<file path="src/rtl/msi_bus_pkg.sv">
// Shared definitions for the two-core MSI cache system: bus commands, line states
// and default bus geometry, used by the arbiter and the cache controllers.
package msi_bus_pkg;

    localparam int ADDR_BITS_DEF     = 11;
    localparam int DATA_BITS_DEF     = 8;
    localparam int MEM_ADDR_BITS_DEF = 6;

    typedef enum logic [1:0] {
        BUS_IDLE   = 2'b00,
        BUS_RD     = 2'b01,
        BUS_WR     = 2'b10,
        BUS_UPDATE = 2'b11
    } bus_cmd_e;

    typedef enum logic [1:0] {
        INVALID  = 2'b00,
        SHARED   = 2'b01,
        MODIFIED = 2'b10
    } msi_state_e;

    typedef enum logic {
        ARB_IDLE    = 1'b0,
        ARB_RD_WAIT = 1'b1
    } arb_state_e;

    function automatic logic [1:0] onehot2(input logic idx);
        return idx ? 2'b10 : 2'b01;
    endfunction

endpackage

</file>
<file path="src/rtl/rr_pick2.sv">
// Two-requester round-robin select: the requester that did not win last time
// takes priority when both are eligible.
module rr_pick2 (
    input  logic [1:0] eligible,
    input  logic       lp,
    output logic       winner,
    output logic       valid
);

    assign valid  = |eligible;
    assign winner = (&eligible) ? ~lp : eligible[1];

endmodule

</file>
<file path="src/rtl/msi_bus_arbiter.sv">
// Snoop-bus sequencer and memory-port arbiter for two MSI cache controllers.
// Grants round-robin, broadcasts the winner's transaction, and serialises reads.
module msi_bus_arbiter
    import msi_bus_pkg::*;
#(
    parameter int ADDR_BITS     = ADDR_BITS_DEF,
    parameter int DATA_BITS     = DATA_BITS_DEF,
    parameter int MEM_ADDR_BITS = MEM_ADDR_BITS_DEF,
    parameter int RD_LATENCY    = 1
) (
    input  logic                     clk,
    input  logic                     rst,
    input  logic [1:0]               req,
    input  logic [1:0]               cmd0,
    input  logic [1:0]               cmd1,
    input  logic [ADDR_BITS-1:0]     addr0,
    input  logic [ADDR_BITS-1:0]     addr1,
    input  logic [DATA_BITS-1:0]     data0,
    input  logic [DATA_BITS-1:0]     data1,
    output logic [1:0]               gnt,
    output logic [1:0]               bus_cmd,
    output logic [ADDR_BITS-1:0]     bus_addr,
    output logic [DATA_BITS-1:0]     bus_data,
    output logic                     bus_src,
    output logic                     mem_rd_en,
    output logic [MEM_ADDR_BITS-1:0] mem_rd_addr,
    input  logic [DATA_BITS-1:0]     mem_rd_data,
    output logic                     mem_wr_en,
    output logic [MEM_ADDR_BITS-1:0] mem_wr_addr,
    output logic [DATA_BITS-1:0]     mem_wr_data,
    output logic [1:0]               rd_valid,
    output logic [DATA_BITS-1:0]     rd_data,
    output logic                     busy
);

    localparam int CNT_W = (RD_LATENCY > 1) ? $clog2(RD_LATENCY) : 1;

    arb_state_e             state_q;
    logic                   lp_q;
    logic                   rd_src_q;
    logic [CNT_W-1:0]       cnt_q;
    logic [1:0]             gnt_q;
    logic [1:0]             bus_cmd_q;
    logic [ADDR_BITS-1:0]   bus_addr_q;
    logic [DATA_BITS-1:0]   bus_data_q;
    logic                   bus_src_q;
    logic                   mem_rd_en_q;
    logic [MEM_ADDR_BITS-1:0] mem_rd_addr_q;
    logic                   mem_wr_en_q;
    logic [MEM_ADDR_BITS-1:0] mem_wr_addr_q;
    logic [DATA_BITS-1:0]   mem_wr_data_q;
    logic [1:0]             rd_valid_q;
    logic [DATA_BITS-1:0]   rd_data_q;

    logic [1:0]             eligible;
    logic                   pick_winner;
    logic                   pick_valid;
    logic [1:0]             sel_cmd;
    logic [ADDR_BITS-1:0]   sel_addr;
    logic [DATA_BITS-1:0]   sel_data;

    // A requester still high during its own grant cycle must not win again.
    assign eligible = req & ~gnt_q;

    rr_pick2 u_pick (
        .eligible (eligible),
        .lp       (lp_q),
        .winner   (pick_winner),
        .valid    (pick_valid)
    );

    assign sel_cmd  = pick_winner ? cmd1  : cmd0;
    assign sel_addr = pick_winner ? addr1 : addr0;
    assign sel_data = pick_winner ? data1 : data0;

    always_ff @(posedge clk) begin
        if (rst) begin
            state_q       <= ARB_IDLE;
            lp_q          <= 1'b1;
            rd_src_q      <= 1'b0;
            cnt_q         <= '0;
            gnt_q         <= '0;
            bus_cmd_q     <= '0;
            bus_addr_q    <= '0;
            bus_data_q    <= '0;
            bus_src_q     <= 1'b0;
            mem_rd_en_q   <= 1'b0;
            mem_rd_addr_q <= '0;
            mem_wr_en_q   <= 1'b0;
            mem_wr_addr_q <= '0;
            mem_wr_data_q <= '0;
            rd_valid_q    <= '0;
            rd_data_q     <= '0;
        end else begin
            gnt_q         <= '0;
            bus_cmd_q     <= '0;
            bus_addr_q    <= '0;
            bus_data_q    <= '0;
            bus_src_q     <= 1'b0;
            mem_rd_en_q   <= 1'b0;
            mem_rd_addr_q <= '0;
            mem_wr_en_q   <= 1'b0;
            mem_wr_addr_q <= '0;
            mem_wr_data_q <= '0;
            rd_valid_q    <= '0;
            case (state_q)
                ARB_IDLE: begin
                    if (pick_valid) begin
                        gnt_q      <= onehot2(pick_winner);
                        lp_q       <= pick_winner;
                        bus_cmd_q  <= sel_cmd;
                        bus_addr_q <= sel_addr;
                        bus_data_q <= sel_data;
                        bus_src_q  <= pick_winner;
                        if (sel_cmd == BUS_RD) begin
                            mem_rd_en_q   <= 1'b1;
                            mem_rd_addr_q <= sel_addr[MEM_ADDR_BITS:1];
                            rd_src_q      <= pick_winner;
                            cnt_q         <= CNT_W'(RD_LATENCY - 1);
                            state_q       <= ARB_RD_WAIT;
                        end else if (sel_cmd != BUS_IDLE) begin
                            mem_wr_en_q   <= 1'b1;
                            mem_wr_addr_q <= sel_addr[MEM_ADDR_BITS:1];
                            mem_wr_data_q <= sel_data;
                        end
                    end
                end
                ARB_RD_WAIT: begin
                    // The strobe cycle itself is not counted; countdown starts after it.
                    if (!mem_rd_en_q) begin
                        if (cnt_q == '0) begin
                            rd_data_q  <= mem_rd_data;
                            rd_valid_q <= onehot2(rd_src_q);
                            state_q    <= ARB_IDLE;
                        end else begin
                            cnt_q <= cnt_q - 1'b1;
                        end
                    end
                end
                default: state_q <= ARB_IDLE;
            endcase
        end
    end

    assign gnt         = gnt_q;
    assign bus_cmd     = bus_cmd_q;
    assign bus_addr    = bus_addr_q;
    assign bus_data    = bus_data_q;
    assign bus_src     = bus_src_q;
    assign mem_rd_en   = mem_rd_en_q;
    assign mem_rd_addr = mem_rd_addr_q;
    assign mem_wr_en   = mem_wr_en_q;
    assign mem_wr_addr = mem_wr_addr_q;
    assign mem_wr_data = mem_wr_data_q;
    assign rd_valid    = rd_valid_q;
    assign rd_data     = rd_data_q;
    assign busy        = (state_q != ARB_IDLE);

endmodule
</file>
<file path="config.mk">
export PLATFORM = sky130hd
export DESIGN_NAME = msi_bus_arbiter
export DESIGN_NICKNAME = d
export VERILOG_FILES = /design/src/rtl/msi_bus_pkg.sv /design/src/rtl/rr_pick2.sv /design/src/rtl/msi_bus_arbiter.sv
export SDC_FILE = /design/constraint.sdc
export NUM_CORES = 1
export LEC_CHECK = 0
export CORE_AREA = 5 5 96 98
export DETAILED_ROUTE_END_ITERATION = 16
export DIE_AREA = 0 0 101 103
export GPL_ROUTABILITY_DRIVEN = 0
export SLEW_MARGIN = 15
export SYNTH_ARGS = -nofsm -noshare
export SYNTH_HDL_FRONTEND = slang
export SYNTH_SLANG_ARGS = --single-unit
</file>
<file path="constraint.sdc">
create_clock -name clk -period 1.5 [get_ports clk]
set_input_delay 0.225 -clock clk [delete_from_list [all_inputs] [get_ports clk]]
set_output_delay 0.225 -clock clk [all_outputs]
set_load 0.1 [all_outputs]
</file>
# Yosys cells after proc, flatten, opt, wreduce, memory -nomap -nowiden

Index checks and enable logic that the tools add are counted.
W data, S select, Z words.

Memory bits (writable): 0
Memories: 0
Logic and storage cells: 60
Bits of input ports: 54
Register bits: 60
Output and inout bits: 57
Latch bits: 0
Bits in read-only memories: 0

Equality and inequality tests: 4
Reduce and logical (&&, ||, !) cells: 13
Mux-type cells: 17
Div/mod/pow operators: 0
$lt $le $gt $ge: 0
$mul: 0
Add/sub/neg operators: 1
Shift-type cells: 0
Bitwise gates (word level): 9

Operator list:

| operator              | count |
|---|---|
| $reduce_or A4 Y1      | 3 |
| $mux W11              | 1 |
| $mux W1               | 10 |
| $reduce_and A3 Y1     | 3 |
| $mux W8               | 1 |
| $not A1 Y1            | 7 |
| $mux W2               | 3 |
| $ne A2 B2 Y1 const B  | 3 |
| $reduce_or A5 Y1      | 1 |
| $pmux W1 S2           | 2 |
| $reduce_and A2 Y1     | 2 |
| $reduce_or A2 Y1      | 2 |
| $reduce_or A3 Y1      | 1 |
| $and A2 B2 Y2         | 1 |
| $eq A2 B1 Y1 const B  | 1 |
| $not A2 Y2            | 1 |
| $reduce_bool A2 Y1    | 1 |
| $sub A1 B1 Y1 const B | 1 |

# Logic depth before layout (Yosys ltp)

Word-level depth: 9
Mapped depth: 6
Depth with buffers taken out: 3

# Hierarchy

Synthesis repeated with hierarchy kept, for this count alone.

Cells, all modules: 186
Area total of the unflattened synthesis: 1945.6 µm²

Modules (own cells, without submodules):

| module          | instances | cells each | sequential area each (µm²) | area an instance (µm²) |
|---|---|---|---|---|
| msi_bus_arbiter | 1         | 184        | 1161.1                     | 1931.9 |
| rr_pick2        | 1         | 2          | 0.0                        | 13.8 |

# Worst setup path before layout

Ideal clock, no wire load.

Kind: flip-flop to flip-flop
From: register gnt_q[1], in the netlist gnt[1]
To: register mem_wr_addr_q[3], in the netlist mem_wr_addr[3]
Required time: 1.434 ns
Period minus slack after synthesis: 1.988 ns
Library setup time: 0.066 ns
Arrival time: 1.922 ns
Slack: -0.488 ns
Cell stages (with the launch flop): 6
Buffers on the path: 2
Cell sequence: dfxtp_1 -> nand2b_4 -> buf_6 -> clkbuf_1 -> o211ai_1 -> a21oi_2

Word-level cells in the longest chain between the ends: 8
Elaborated cells between the ends (all ways): 12
Classes of those cells: eq/ne: 1; mux: 3; bitwise: 4; reduce/logical: 4

RTL lines:

| element                           | RTL line               | RTL |
|---|---|---|
| start: declaration                | msi_bus_arbiter.sv:42  | `logic [1:0] gnt_q;` |
| start signal: assignment          | msi_bus_arbiter.sv:109 | `gnt_q <= onehot2(pick_winner);` |
| $not A2 Y2 *                      | msi_bus_arbiter.sv:63  | `assign eligible = req & ~gnt_q;` |
| $and A2 B2 Y2 *                   | msi_bus_arbiter.sv:63  |  |
| $reduce_and A2 Y1                 | rr_pick2.sv:11         | `assign winner = (&eligible) ? ~lp : eligible[1];` |
| $mux W1                           | rr_pick2.sv:11         |  |
| $mux W2                           | msi_bus_arbiter.sv:72  | `assign sel_cmd = pick_winner ? cmd1 : cmd0;` |
| $reduce_bool A2 Y1                | msi_bus_arbiter.sv:121 | `end else if (sel_cmd != BUS_IDLE) begin` |
| $not A1 Y1 (no source line)       | --                     |  |
| $reduce_or A5 Y1 (no source line) | --                     |  |
| end signal: assignment            | msi_bus_arbiter.sv:123 | `mem_wr_addr_q <= sel_addr[MEM_ADDR_BITS:1];` |
| end: declaration                  | msi_bus_arbiter.sv:50  | `logic [MEM_ADDR_BITS-1:0] mem_wr_addr_q;` |

Mark *: on every way between the ends. The rest lies on a longest branch, timed or not.
A chain may end at the register's enable or synchronous reset.

# Worst setup path after layout

From: register gnt_q[0], in the netlist gnt[0]
To: register mem_wr_en_q, in the netlist mem_wr_en

Word-level cells in the longest chain between the ends: 7
Elaborated cells between the ends (all ways): 11
Classes of those cells: eq/ne: 1; mux: 3; bitwise: 3; reduce/logical: 4

RTL lines:

| element                                                      | RTL line                                       | RTL |
|---|---|---|
| $not A2 Y2 *                                                 | msi_bus_arbiter.sv:63                          |  |
| $and A2 B2 Y2 *                                              | msi_bus_arbiter.sv:63                          |  |
| $reduce_and A2 Y1                                            | rr_pick2.sv:11                                 |  |
| $mux W1                                                      | rr_pick2.sv:11                                 |  |
| $mux W2                                                      | msi_bus_arbiter.sv:72                          |  |
| $eq A2 B1 Y1 or $reduce_bool A2 Y1 (tied branches)           | msi_bus_arbiter.sv:115, msi_bus_arbiter.sv:121 |  |
| $reduce_or A4 Y1 (no source line) or $mux W1 (tied branches) | --                                             |  |
| end signal: assignment                                       | msi_bus_arbiter.sv:89                          | `mem_wr_en_q <= 1'b0;` |
| end signal: assignment                                       | msi_bus_arbiter.sv:102                         | `mem_wr_en_q <= 1'b0;` |
| end signal: assignment                                       | msi_bus_arbiter.sv:122                         | `mem_wr_en_q <= 1'b1;` |
| end: declaration                                             | msi_bus_arbiter.sv:49                          | `logic mem_wr_en_q;` |

Marks and branches as above.

==> summary.txt <==
Yosys
  • Ys Warns: 0
  • Synth cell types: 28
  • Post-synthesis cell count: 270
  • Flops & latches, synth: 58
  • Syn Area/Cell: just over 9 µm²
  • Synth top area cells: dfxtp_1 (47%), a21oi_2 (14%), o211ai_1 (6.0%), nand4_1 (5.0%), o21ai_1 (4.6%)
  • Post-synthesis sequential area ratio: a little under half
  • Share of the synthesized area in the top cell type: between 40% and 50%
  • Cell taking the most area after synthesis: dfxtp_1
  • Synthesized cell area: roughly 0.0025 mm²
  • Post-synthesis net count: 324

Layout
  • Final Util: 54.4%
  • Proportion of layout cells with a drive suffix above 1: between 30 and 40%
  • Flip-flop and latch area: roughly 0.0012 mm²
  • Layout area overhead: 82.9%
  • Most frequent cells in the layout: buf_12 (63), dfxtp_1 (54), clkdlybuf4s50_1 (53)
  • # nets final: around 430
  • Most common cell after layout, fill and taps aside: buf_12
  • FILL cells: between 700 and 800
  • Multi-input logic area: between 0.001 and 0.0015 mm²
  • # diodes: 0

Detailed routing
  • # DRC: 0
  • DR vias/cell: around 4.9
  • Final WL: between 7 and 8 mm
  • Routed Antenna Nets: 0
  • Mean routed wirelength per cell: 15.7 µm
  • Initial DRC count: 73
  • 1st-pass router iterations: 4
  • Vias: between 2000 and 2500

Hold path
  • Hold Crit Start: mem_rd_data[5]
  • HP Class: in2reg
  • Hold depth: 3

Clocking
  • Num CTS Buffers: 9
  • Hold_buf cts: 0
  • Number of setup buffers added after CTS: 0
  • Resized Gates After CTS: 0
  • Clock-pin slew on the worst setup and hold paths: 0.07 ns
  • Skew-Pair Late Insertion Delay: between 0.3 and 0.4 ns
  • Clock tree buffer depth: 2
  • CTS tree: done
  • # H-tree levels: 3
  • Root Driver: clkbuf_8
  • CTS sink count: 58

Flow run
  • Max-cap violations: 0

Setup path
  • Reg2reg end: mem_wr_en$_SDFF_PP0_
  • R2R Setup Slk: 0.18 ns
  • Worst path arrival time: 1.59 ns
  • Crit-path cells: nand2b_1 > a211o_2 > buf_12 > a21oi_1
  • Reg2reg path depth: 4
  • Worst path slowest cell: a211o_2
  • End of the critical path: mem_wr_en$_SDFF_PP0_
  • Element type at the critical path end: register
  • Top fanout value on the critical path: 22
  • CP Launch Point: gnt[0]$_SDFF_PP0_
  • Crit start category: register
  • Crit Path Class: reg2reg
  • Required time of the critical path: 1.77 ns
  • Reg-to-reg startpoint: gnt[0]$_SDFF_PP0_
  • Biggest cell delay along the critical path: 0.41 ns

Timing
  • Final Max Tran Viols: 0
  • Tmin final: around 1.3 ns
  • Final Hold Vio Count: 0
  • Max-slew headroom: between 70 and 80%
  • Worst slew pin tran: 0.406 ns
  • RSZ-0062 raised after global routing: false
  • Final setup margin: 0.180 ns
  • Fmax: approximately 760 MHz
  • Final period util: about nine tenths
  • Worst Skew: around 0.008 ns
  • Final setup vio count: 0

GRT
  • Initial antenna violation count: 0
  • Vias in the first global route: approximately 2400
  • Grt ovf: 0
  • Largest net degree at the start of global routing: 26
  • First-pass GRT wire length: approximately 12 mm
  • Global Route Usage Sum: about 15%

Floorplan
  • Site row count: 34
  • DIE WIDTH: between 100 and 150 µm
  • Total die area: between 0.01 and 0.015 mm²
  • Boundary pin count: 111
  • Die H: 103 µm
  • CORE AREA: 0.00838 mm²
  • Initial Utilization: between 20 and 30%

Power and ir drop
  • Peak supply drop: 0.637 mV
  • Leak Pwr: 1.63 nW
  • Power Density: roughly 1100 mW/mm²

Placement
  • Port bufs: 110
  • HPWL after DPL: 5.76 mm
  • Dpl ws: -0.126 ns

Status
  • Status: finished clean
==> critical path: cells and delay by family, from the launching register on <==
kind                   cells  cell delay (ns)
AO/OA/AOI/OAI              2             0.53
buffers and inverters      1             0.19
flip-flops                 1             0.36
AND/OR/NAND/NOR            1             0.17
==> synthesized netlist by cell type <==
cell type	number
a21oi_2	40
and3b_1	1
a2111oi_0	1
o211ai_1	20
dfxtp_1	58
a21oi_1	12
a21o_1	1
buf_2	11
clkbuf_1	16
nand3_1	22
o21ai_1	23
o2111ai_1	1
and3_1	1
a221oi_1	1
nand2_1	18
nor3_1	3
nand4_1	20
nor2b_1	3
nor3b_1	1
buf_6	6
a32oi_1	1
and2b_1	1
nand3b_1	1
inv_1	2
a211o_1	2
nand2b_1	2
buf_4	1
nand2b_4	1
==> registers in the layout, summed over array words and instances, names as in the netlist, 2 cells and up <==
name         count
bus_addr        11
bus_cmd          2
bus_data         8
gnt              2
mem_rd_addr      6
mem_wr_addr      6
mem_wr_data      8
rd_data          8
rd_valid         2
==> layout make-up <==
cell class,count,area share (%)
Sequential cell,58,25.7
Multi-Input combinational cell,176,25.1
Timing Repair Buffer,130,41.6
Inverter,2,0.165
Tap cell,108,2.96
Clock buffer,13,3.70
Clock inverter,2,0.768
==> routing by layer <==
| layer | global-route usage, % | up-vias | part of all wire [%] |
|---|---|---|---|
| met5 | 0 | - | 0 |
| met4 | 4.81 | 0 | 1.2 |
| met3 | 5.82 | 10 | 7.4 |
| met2 | 25.0 | 83 | 49 |
| met1 | 17.5 | 1104 | 42 |
| li1 | - | 1197 | - |
==> how the worst min path moves through the flow <==
stage                              endpoint
finish              rd_data[5]$_SDFFE_PP0P_
global route        rd_data[1]$_SDFFE_PP0P_
CTS                 rd_data[5]$_SDFFE_PP0P_
detailed placement    rd_src_q$_SDFFE_PP0P_
global placement          lp_q$_SDFFE_PP1P_
floorplan                 lp_q$_SDFFE_PP1P_
==> where the power goes <==
group	total, mW	switching (mW)	internal [mW]
logic	1.72	1.05	0.664
registers	1.72	0.0857	1.63
clock network	1.50	0.607	0.892
==> kinds of logic after synthesis <==
kind of cell    count (synthesis)  share of synthesized area, %
compound gates                102                          29.5
buf+inv                        36                          7.92
flops                          58                          46.5
simple gates                   74                          16.0
==> stage by stage <==
step | setup TNS, ns | area, µm² | hold slack, ns | power [mW] | std cells
6_report | 0 | 4560 | 0.436 | 4.94 | 489
4_1_cts | 0 | 4560 | 0.419 | 4.99 | 489
3_3_place_gp | -3.29 | 4360 | 0.467 | 3.46 | 474
5_1_grt | 0 | 4560 | 0.434 | 5.13 | 489
3_5_place_dp | -4.57 | 4360 | 0.482 | 3.48 | 474
2_1_floorplan | 0 | 2510 | 0.319 | 2.75 | 270
(Power assumes the default switching activity.)
